File: config.mk
export PLATFORM = sky130hd
export DESIGN_NAME = timeout_handler
export DESIGN_NICKNAME = d
export VERILOG_FILES = /design/src/rtl/timeout_handler.sv
export SDC_FILE = /design/constraint.sdc
export NUM_CORES = 1
export LEC_CHECK = 0
export BUFFER_PORTS_ARGS = -buffer_cell sky130_fd_sc_hd__buf_4
export CORE_ASPECT_RATIO = 1.4
export CORE_MARGIN = 10
export CORE_UTILIZATION = 55
export DETAILED_ROUTE_END_ITERATION = 8
export PLACE_DENSITY_LB_ADDON = 0.15
export SETUP_SLACK_MARGIN = 0.4
export SLEW_MARGIN = 20
export SYNTH_ARGS = -nofsm -noshare
export SYNTH_HDL_FRONTEND = slang
export SYNTH_SLANG_ARGS = --single-unit
File: constraint.sdc
create_clock -name clk -period 4.7 [get_ports clk]
set_clock_uncertainty 0.15 [all_clocks]
set_input_delay 0.94 -clock clk [delete_from_list [all_inputs] [get_ports clk]]
set_output_delay 0.94 -clock clk [all_outputs]
set_load 0.01 [all_outputs]
File: src/rtl/timeout_handler.sv
// rtl/timeout_handler.sv - watchdog timeout receiver: sync, shutdown request, drain window, forced stop
module timeout_handler #(
    parameter int SYNC_STAGES   = 2,
    parameter int DRAIN_CYCLES  = 100,
    parameter int COUNTER_WIDTH = 16
) (
    input  logic                     clk,
    input  logic                     reset_n,
    input  logic                     timeout_in,
    input  logic                     shutdown_ack,
    output logic                     shutdown_req,
    output logic                     force_stop,
    output logic [1:0]               state,
    output logic [COUNTER_WIDTH-1:0] drain_count,
    output logic                     timeout_seen
);

    typedef enum logic [1:0] {
        IDLE    = 2'b00,
        REQUEST = 2'b01,
        CLEAN   = 2'b10,
        FORCED  = 2'b11
    } state_t;

    localparam logic [COUNTER_WIDTH-1:0] DRAIN_INIT = COUNTER_WIDTH'(DRAIN_CYCLES);

    generate
        if (64'(DRAIN_CYCLES) >= (64'd1 << COUNTER_WIDTH)) begin : g_bad_drain
            $error("timeout_handler: DRAIN_CYCLES does not fit in COUNTER_WIDTH");
        end
    endgenerate

    logic [SYNC_STAGES-1:0]   sync_q;
    logic                     timeout_sync;
    state_t                   state_q, state_d;
    logic [COUNTER_WIDTH-1:0] count_q, count_d;
    logic                     seen_q, seen_d;
    logic                     req_q, req_d;
    logic                     force_q, force_d;

    assign timeout_sync = sync_q[SYNC_STAGES-1];

    always_ff @(posedge clk) begin
        if (!reset_n) begin
            sync_q <= '0;
        end else begin
            sync_q <= {sync_q[SYNC_STAGES-2:0], timeout_in};
        end
    end

    // Ack has priority over expiry; CLEAN and FORCED are terminal until reset.
    always_comb begin
        state_d = state_q;
        count_d = count_q;
        seen_d  = seen_q;
        case (state_q)
            IDLE: begin
                if (timeout_sync) begin
                    state_d = REQUEST;
                    count_d = DRAIN_INIT;
                    seen_d  = 1'b1;
                end
            end
            REQUEST: begin
                if (shutdown_ack) begin
                    state_d = CLEAN;
                end else if (count_q == '0) begin
                    state_d = FORCED;
                end else begin
                    count_d = count_q - 1'b1;
                end
            end
            CLEAN: begin
                state_d = CLEAN;
            end
            FORCED: begin
                count_d = '0;
            end
            default: begin
                state_d = IDLE;
            end
        endcase
        req_d   = (state_d == REQUEST) || (state_d == FORCED);
        force_d = (state_d == FORCED);
    end

    always_ff @(posedge clk) begin
        if (!reset_n) begin
            state_q <= IDLE;
            count_q <= '0;
            seen_q  <= 1'b0;
            req_q   <= 1'b0;
            force_q <= 1'b0;
        end else begin
            state_q <= state_d;
            count_q <= count_d;
            seen_q  <= seen_d;
            req_q   <= req_d;
            force_q <= force_d;
        end
    end

    assign state        = state_q;
    assign drain_count  = count_q;
    assign timeout_seen = seen_q;
    assign shutdown_req = req_q;
    assign force_stop   = force_q;

endmodule

[Word-level counts from Yosys, hierarchy flattened]
Cells that the tools add are included.
Operators by class
  shifts and indexed selects: 0
  order comparisons: 0
  $add $sub $neg: 1
  bitwise logic cells: 0
  muxes and demuxes: 8
  equality and inequality tests: 8
  div/mod/pow operators: 0
  multipliers: 0
  reductions and logical operators: 6
Operators by type and width (number)
  $mux 16: 3
  $pmux 16 s3: 1
  $logic_not 16->1: 1
  $sub 16x1->16 const B: 1
  $eq 2x2->1 const B: 3
  $mux 2: 3
  $ne 2x2->1 const B: 3
  $pmux 2 s3: 1
  $eq 2x1->1 const B: 2
  $reduce_and 4->1: 1
  $reduce_bool 3->1: 1
  $logic_not 2->1: 1
  $reduce_and 2->1: 1
  $logic_or 1x1->1: 1
Storage, ports and cells
  logic and storage cells: 29
  input bits: 4
  bits in latches: 0
  bits in registers: 23
  memories kept: 0
  output and inout port bits: 21
  bits in read-only memories: 0
  bits in writable memories: 0

[Depth between registers and ports, before layout]
Gate-level depths: netlist of the first run.
  depth in word-level cells: 6
  gate-level depth with buffers: 8
  mapped depth without buffers: 7

[Worst setup path before layout of the first run]
Ideal clock, no wire load.
  path type: input -> register
  start: input shutdown_ack
  end: register count_q[15] (netlist: drain_count[15])
  data required time: 4.479 ns
  setup time: 0.071 ns
  setup slack: 2.433 ns
  arrival: 2.047 ns
  cell stages on the path: 5
  path buffers: 0
  path through: nor2b_1 > o21ai_2 > o2111ai_2 > or3_1 > a21oi_1
On the way
  cells in the longest elaborated chain, start to end: 2
Ends and longest elaborated chain
  start, declared: RTL line 10  | input logic shutdown_ack,
  $ne 2x2->1 (no source line)
  $reduce_and 4->1 (no source line)
  end signal, assigned: RTL line 96  | count_q <= count_d;
  end, declared: RTL line 36  | logic [COUNTER_WIDTH-1:0] count_q, count_d;
No other way between the ends.
A chain may end at the register's enable or synchronous reset.

[Worst setup path in the final report of the first run]
  start: register count_q[6] (netlist: drain_count[6])
  end: register count_q[9] (netlist: drain_count[9])
On the way
  cells in the longest elaborated chain, start to end: 4
  elaborated cells on any way between the ends: 7
Ends and longest elaborated chain
  $sub 16x1->16: RTL line 70  | count_d = count_q - 1'b1;
  $mux 16: RTL line 67  | end else if (count_q == '0) begin
  $mux 16: RTL line 65  | if (shutdown_ack) begin
  $pmux 16 s3: RTL line 56  | case (state_q)
Parallel ways exist; a longest one is shown, timed or not. The select of a mux whose other input is x is not followed.

==> results of run 1 <==
-- worst max-delay path: stages, from the launching register on --
cell,delay (ps)
dfxtp_1,400
or4_4,570
or4b_4,580
o2111ai_1,290
xor2_1,170
nor2_1,50
-- sequential cells by signal (all words and copies together) (netlist names), named ones only --
signal        flops
drain_count      16
force_stop        1
shutdown_req      1
sync_q            2
timeout_seen      1
-- stage by stage --
step	cell area [um2]	power, mW	cells	setup slack [ps]	utilization (%)
6_report	1270	0.439	159	2380	70.6
5_1_grt	1270	0.464	159	2240	70.6
4_1_cts	1270	0.444	159	2380	70.6
3_5_place_dp	1240	0.342	155	2130	68.6
3_3_place_gp	1240	0.339	155	2220	68.6
2_1_floorplan	1060	0.310	117	2430	-
-- worst max path at each step --
stage | startpoint | end | slack, ps
6_report | drain_count[6] | drain_count[9] | 2380
3_3_place_gp | shutdown_ack | drain_count[13] | 2220
5_1_grt | drain_count[6] | drain_count[13] | 2240
3_5_place_dp | shutdown_ack | drain_count[13] | 2130
4_1_cts | drain_count[6] | drain_count[7] | 2380
2_1_floorplan | shutdown_ack | drain_count[15] | 2430
-- routing by layer --
metal / track usage, % / vias to the layer above
met2: 20.0 / 18
met1: 12.1 / 421
li1: - / 471
met4: 4.45 / 0
met5: 0 / -
met3: 3.14 / 4
-- cell families after synthesis --
family                   Yosys count  synth area share, %
XOR/XNOR                           6                 4.94
AND/OR/NAND/NOR                   47                 24.6
buffers and inverters             11                 4.94
multiplexers                       1                0.940
AO/OA/AOI/OAI                     29                 22.1
flip-flops                        22                 41.4
adder cells (fa/ha/maj)            1                 1.17
-- layout by cell type, fill, tap and decap left out, types with 2 or more instances in the layout --
cell type  synthesis  layout
a21boi_0           2       2
or4_1              2       2
nor2_1            14      14
o31a_1             3       3
and2_1             4       4
nor3_1             4       4
xnor2_1            2       2
o21a_1             2       2
o41ai_1            2       2
buf_4              1      24
inv_1              5       5
nand3_1            3       3
clkbuf_4           0       3
nand2_1            5       5
o2111ai_1          3       3
or2_2              2       2
or3_1              5       5
xor2_1             4       4
dfxtp_1           22      22
a21oi_1            4       4
o21ai_0            4       4
-- final cells by class --
type                    instances  area, um2
inverters                       5       18.8
clock buffers                   4       36.3
multi-input cells              84        572
fillers                       159        529
flip-flops and latches         22        440
repair buffers                 24        180
well taps                      20       25.0
-- power breakdown --
group / switching (mW) / total, mW / internal [mW]
clock: 0.0543 / 0.102 / 0.0472
sequential: 0.0168 / 0.217 / 0.200
combinational: 0.0659 / 0.121 / 0.0548
==> results by group, run 1 <==
Clock network
  • H-tree depth: 1
  • Post_cts resized: 0
  • Num Clock Sinks: 22
  • Clk buf depth: 2
  • Setup bufs post-CTS: 0
  • Clock root buffer: clkbuf_4
  • Clock Pin Slew Worst Setup and Hold Paths: 120 ps
  • CTS tree: built
  • CTS Hold Bufs: 0
  • Clock Latency Late Sink: 300 ps
  • Cts bufs inserted: 3

Floorplan
  • Core box area: 1800 um2
  • Chip Width: 57.2 um
  • Starting Density: 59.1%
  • Die height: 72.1 um
  • Die Footprint: 4120 um2
  • FP Rows: 18
  • Ports: 25

Critical path
  • CP Max Fanout: 8
  • Reg2reg start: drain_count[6]
  • R2R cell count: 5
  • Critical path startpoint category: flip-flop
  • Crit end category: flip-flop
  • Worst EP required: 4730 ps
  • CP arrival: 2350 ps
  • RR Endpoint: drain_count[9]
  • Critical path type: flip-flop to flip-flop
  • Flop-to-flop setup slack: 2380 ps

Detailed routing
  • WL/cell: 14.9 um
  • WL final: 2.36 mm
  • Drt drc: 0
  • Vias per cell: 5.75
  • Vias: 914
  • Met2 wire len: 1.19 mm
  • First-pass DRT Iterations: 4
  • Antenna viol nets, final: 0
  • Initial DRC count: 17
  • Wire length on met3: 133 um
  • Top layer in use: met4
  • Met1 wire length: 1.00 mm

Job
  • Max Cap Viol: 0

Logic synthesis
  • Post-synth EDFFs: 0
  • Mean area per synthesized cell: 9.10 um2
  • Most common cell in the netlist: dfxtp_1
  • Ys Warns: 0
  • Post-synth ARST share: 0%
  • Largest area contributor in the netlist: dfxtp_1
  • Sequential fraction of the synthesis area: 41.4%
  • Synth Cell Area: 1060 um2
  • Most instantiated cells after synthesis: dfxtp_1, nor2_1, inv_1, nand2_1, or3_1
  • Largest cells by area after synthesis: dfxtp_1, nor2_1, xor2_1, or3_1, o2111ai_1
  • Dominant synthesized flop cell: dfxtp_1
  • Cells after synthesis: 117
  • Synth unique cells: 41
  • Post-synth top area share: 41.4%
  • Seq cells post-synth: 22
  • Syn_nets: 122

GRT
  • Largest net degree at the start of global routing: 14
  • Grt ovf: 0
  • Initial antenna violation count: 0
  • Vias in the first global route: 909
  • First-pass GRT wire length: 3.93 mm
  • Total track usage: 11.2%

Place
  • Routability cong.: 0.860
  • Post-detail-place hpwl: 1.81 mm
  • IO buf count: 24

Timing
  • Fin crit period: 2320 ps
  • Hold Fails Final Rpt: 0
  • Setup tns final: 0 ps
  • Fin Hold WS: 300 ps
  • Worst Tran Pin Value: 530 ps
  • Fmax: 431 MHz
  • Final setup viols: 0
  • Unrepaired setup endpoints after global routing: no
  • Final worst-path cycle share: 49.4%
  • Max-slew headroom: 64.5%
  • Slew Limit Fails: 0

Worst hold path
  • HP Class: flip-flop to flip-flop
  • Hold Crit Depth: 1
  • WHS Endpoint: sync_q[1]
  • HP Start: sync_q[0]

Cells and area
  • Area growth syn-to-layout: 19.5%
  • Antenna cells: 0
  • Final nets: 145
  • Share of post-route cells with drive strength above 1: 26.6%

Pwr
  • PD cells: 345 nW/um2
  • Cell leakage power: 0.536 nW
  • VDD IR max: 232 uV

Status
  • Status: complete, no violations
Power figures use the tool's default switching activity.
==> inputs of run 2 (changes only) <==
--- a/config.mk
+++ b/config.mk
@@ -8,7 +8,7 @@
 export BUFFER_PORTS_ARGS = -buffer_cell sky130_fd_sc_hd__buf_4
 export CORE_ASPECT_RATIO = 1.4
 export CORE_MARGIN = 10
-export CORE_UTILIZATION = 55
+export CORE_UTILIZATION = 46
 export DETAILED_ROUTE_END_ITERATION = 8
 export PLACE_DENSITY_LB_ADDON = 0.15
 export SETUP_SLACK_MARGIN = 0.4
==> constraint.sdc (replaced) <==
create_clock -name clk -period 2.12 [get_ports clk]
set_clock_uncertainty 0.15 [all_clocks]
set_input_delay 0.424 -clock clk [delete_from_list [all_inputs] [get_ports clk]]
set_output_delay 0.424 -clock clk [all_outputs]
set_load 0.01 [all_outputs]
==> results by group, run 2 (synthesized netlist as in run 1, its figures left out) <==
Timing
  • Final worst-path cycle share: 104%
  • Fin Hold WS: 164 ps
  • Fin crit period: 2210 ps
  • Slew Limit Fails: 0
  • Final setup viols: 15
  • Worst Tran Pin Value: 344 ps
  • Fmax: 453 MHz
  • Unrepaired setup endpoints after global routing: yes
  • Post-route setup slack: -85.9 ps
  • Hold Fails Final Rpt: 0
  • Max-slew headroom: 76.7%

Clock network
  • H-tree depth: 1
  • Clock Pin Slew Worst Setup and Hold Paths: 130 ps
  • CTS tree: built
  • Clock root buffer: clkbuf_4
  • Cts bufs inserted: 3
  • Clock Latency Late Sink: 320 ps
  • Clk buf depth: 2
  • CTS Hold Bufs: 0
  • Num Clock Sinks: 22

Status
  • Failing checks: setup timing
  • Status: finished with violations

Pwr
  • VDD IR max: 454 uV
  • PD cells: 704 nW/um2
  • Cell leakage power: 0.648 nW
  • Total power draw: 1.05 mW

Cells and area
  • Max reg flops: 16
  • Most common cell after layout, fill and taps aside: buf_4
  • Antenna cells: 0
  • Area growth syn-to-layout: 39.7%
  • Final nets: 165
  • Fillers: 194
  • Most frequent cells in the layout: buf_4, dfxtp_1, nor2_1, inv_1, nand2_1
  • Layout Cells excl Fill: 181
  • Post-route cell area: 1490 um2
  • Multi-input gate area: 629 um2
  • Register area: 448 um2
  • Share of post-route cells with drive strength above 1: 42.1%

Floorplan
  • Die Footprint: 4670 um2
  • Core box area: 2200 um2
  • Chip Width: 60.7 um
  • Die height: 76.9 um
  • Starting Density: 48.4%
  • Ports: 25
  • FP Rows: 20

Critical path
  • Critical path type: flip-flop to flip-flop
  • Worst EP required: 2200 ps
  • Critical path startpoint category: flip-flop
  • RR Endpoint: drain_count[14]
  • Crit end category: flip-flop
  • CP Max Fanout: 8
  • Reg2reg start: drain_count[6]
  • Flop-to-flop setup slack: -90 ps
  • R2R cell count: 5
  • CP arrival: 2280 ps
  • Critical Path Start: drain_count[6]
  • Crit path capture: drain_count[14]

Place
  • Worst slack at placement: -44.6 ps
  • DP Cell Count: 175
  • IO buf count: 24
  • Post-detail-place hpwl: 2.02 mm
  • Routability cong.: 0.772
  • Placed Area: 1390 um2

Detailed routing
  • Vias per cell: 5.54
  • Antenna viol nets, final: 0
  • First-pass DRT Iterations: 4
  • Vias: 1003
  • Drt drc: 0
  • WL/cell: 14.6 um
  • WL final: 2.64 mm
  • Initial DRC count: 15

Worst hold path
  • HP Start: timeout_in
  • HP Class: primary input to flip-flop

GRT
  • Initial antenna violation count: 0
  • Grt ovf: 0
  • First-pass GRT wire length: 4.40 mm
  • Largest net degree at the start of global routing: 13
  • Vias in the first global route: 981
  • Total track usage: 11.6%

Job
  • Max Cap Viol: 0
-- run 2: changes by cell type in the layout (fill, tap and decap cells not counted), moves of 2 or more --
cell,previous run,this run
o21ai_0,4,1
buf_6,0,2
buf_4,24,42
dfxtp_2,0,3
o21ai_1,0,2
dfxtp_1,22,18
-- run 2: worst max-delay path: stages (launching register included) --
cell and delay (ps):
dfxtp_4 360, or4_4 510, or4b_4 580, and4bb_1 330, xnor2_1 130, nor2_1 50
-- run 2: what timing repair did --
action | 4_1_cts | 5_1_grt
cloned | 1 | 0
pin swaps | 7 | 1
buffers inserted | 0 | 1
resized for setup | 9 | 6
endpoints found under the setup margin | 18 | 18
-- run 2: where the power goes --
group / switching [mW] / leakage, nW / internal [mW]
clock: 0.129 / 0.0150 / 0.0737
sequential: 0.0235 / 0.181 / 0.444
combinational: 0.193 / 0.452 / 0.185
total: 0.345 / 0.648 / 0.702
-- run 2: cell type report --
cell class,count,share of cell area (%)
Inverter,5,1.26
Clock buffer,4,1.77
Sequential cell,22,30.1
Timing Repair Buffer,44,22.7
Tap cell,22,1.85
Multi-Input combinational cell,84,42.3
-- run 2: through the flow --
| step | utilization (%) | TNS, ps |
|---|---|---|
| 4_1_cts | 66.1 | -418 |
| 5_1_grt | 67.6 | -1520 |
| 3_5_place_dp | 63.0 | -172 |
| 6_report | 67.6 | -639 |
| 3_3_place_gp | 63.0 | -20.5 |
| 2_1_floorplan | - | -565 |
-- run 2: worst min-delay path by stage --
stage / cells past startpoint / to / slack, ps
2_1_floorplan: 1 / sync_q[1] / 260
3_3_place_gp: 1 / sync_q[1] / 270
6_report: 2 / sync_q[0] / 160
3_5_place_dp: 1 / sync_q[1] / 300
5_1_grt: 2 / sync_q[0] / 170
4_1_cts: 2 / sync_q[0] / 160
-- run 2: metal layers --
| layer | vias to the layer above | global-route usage, % | share of wire (%) |
|---|---|---|---|
| met5 | - | 0 | 0 |
| met4 | 0 | 5.29 | 1.8 |
| met3 | 5 | 3.29 | 6.7 |
| met2 | 24 | 19.1 | 50 |
| met1 | 468 | 12.9 | 41 |
| li1 | 506 | - | - |
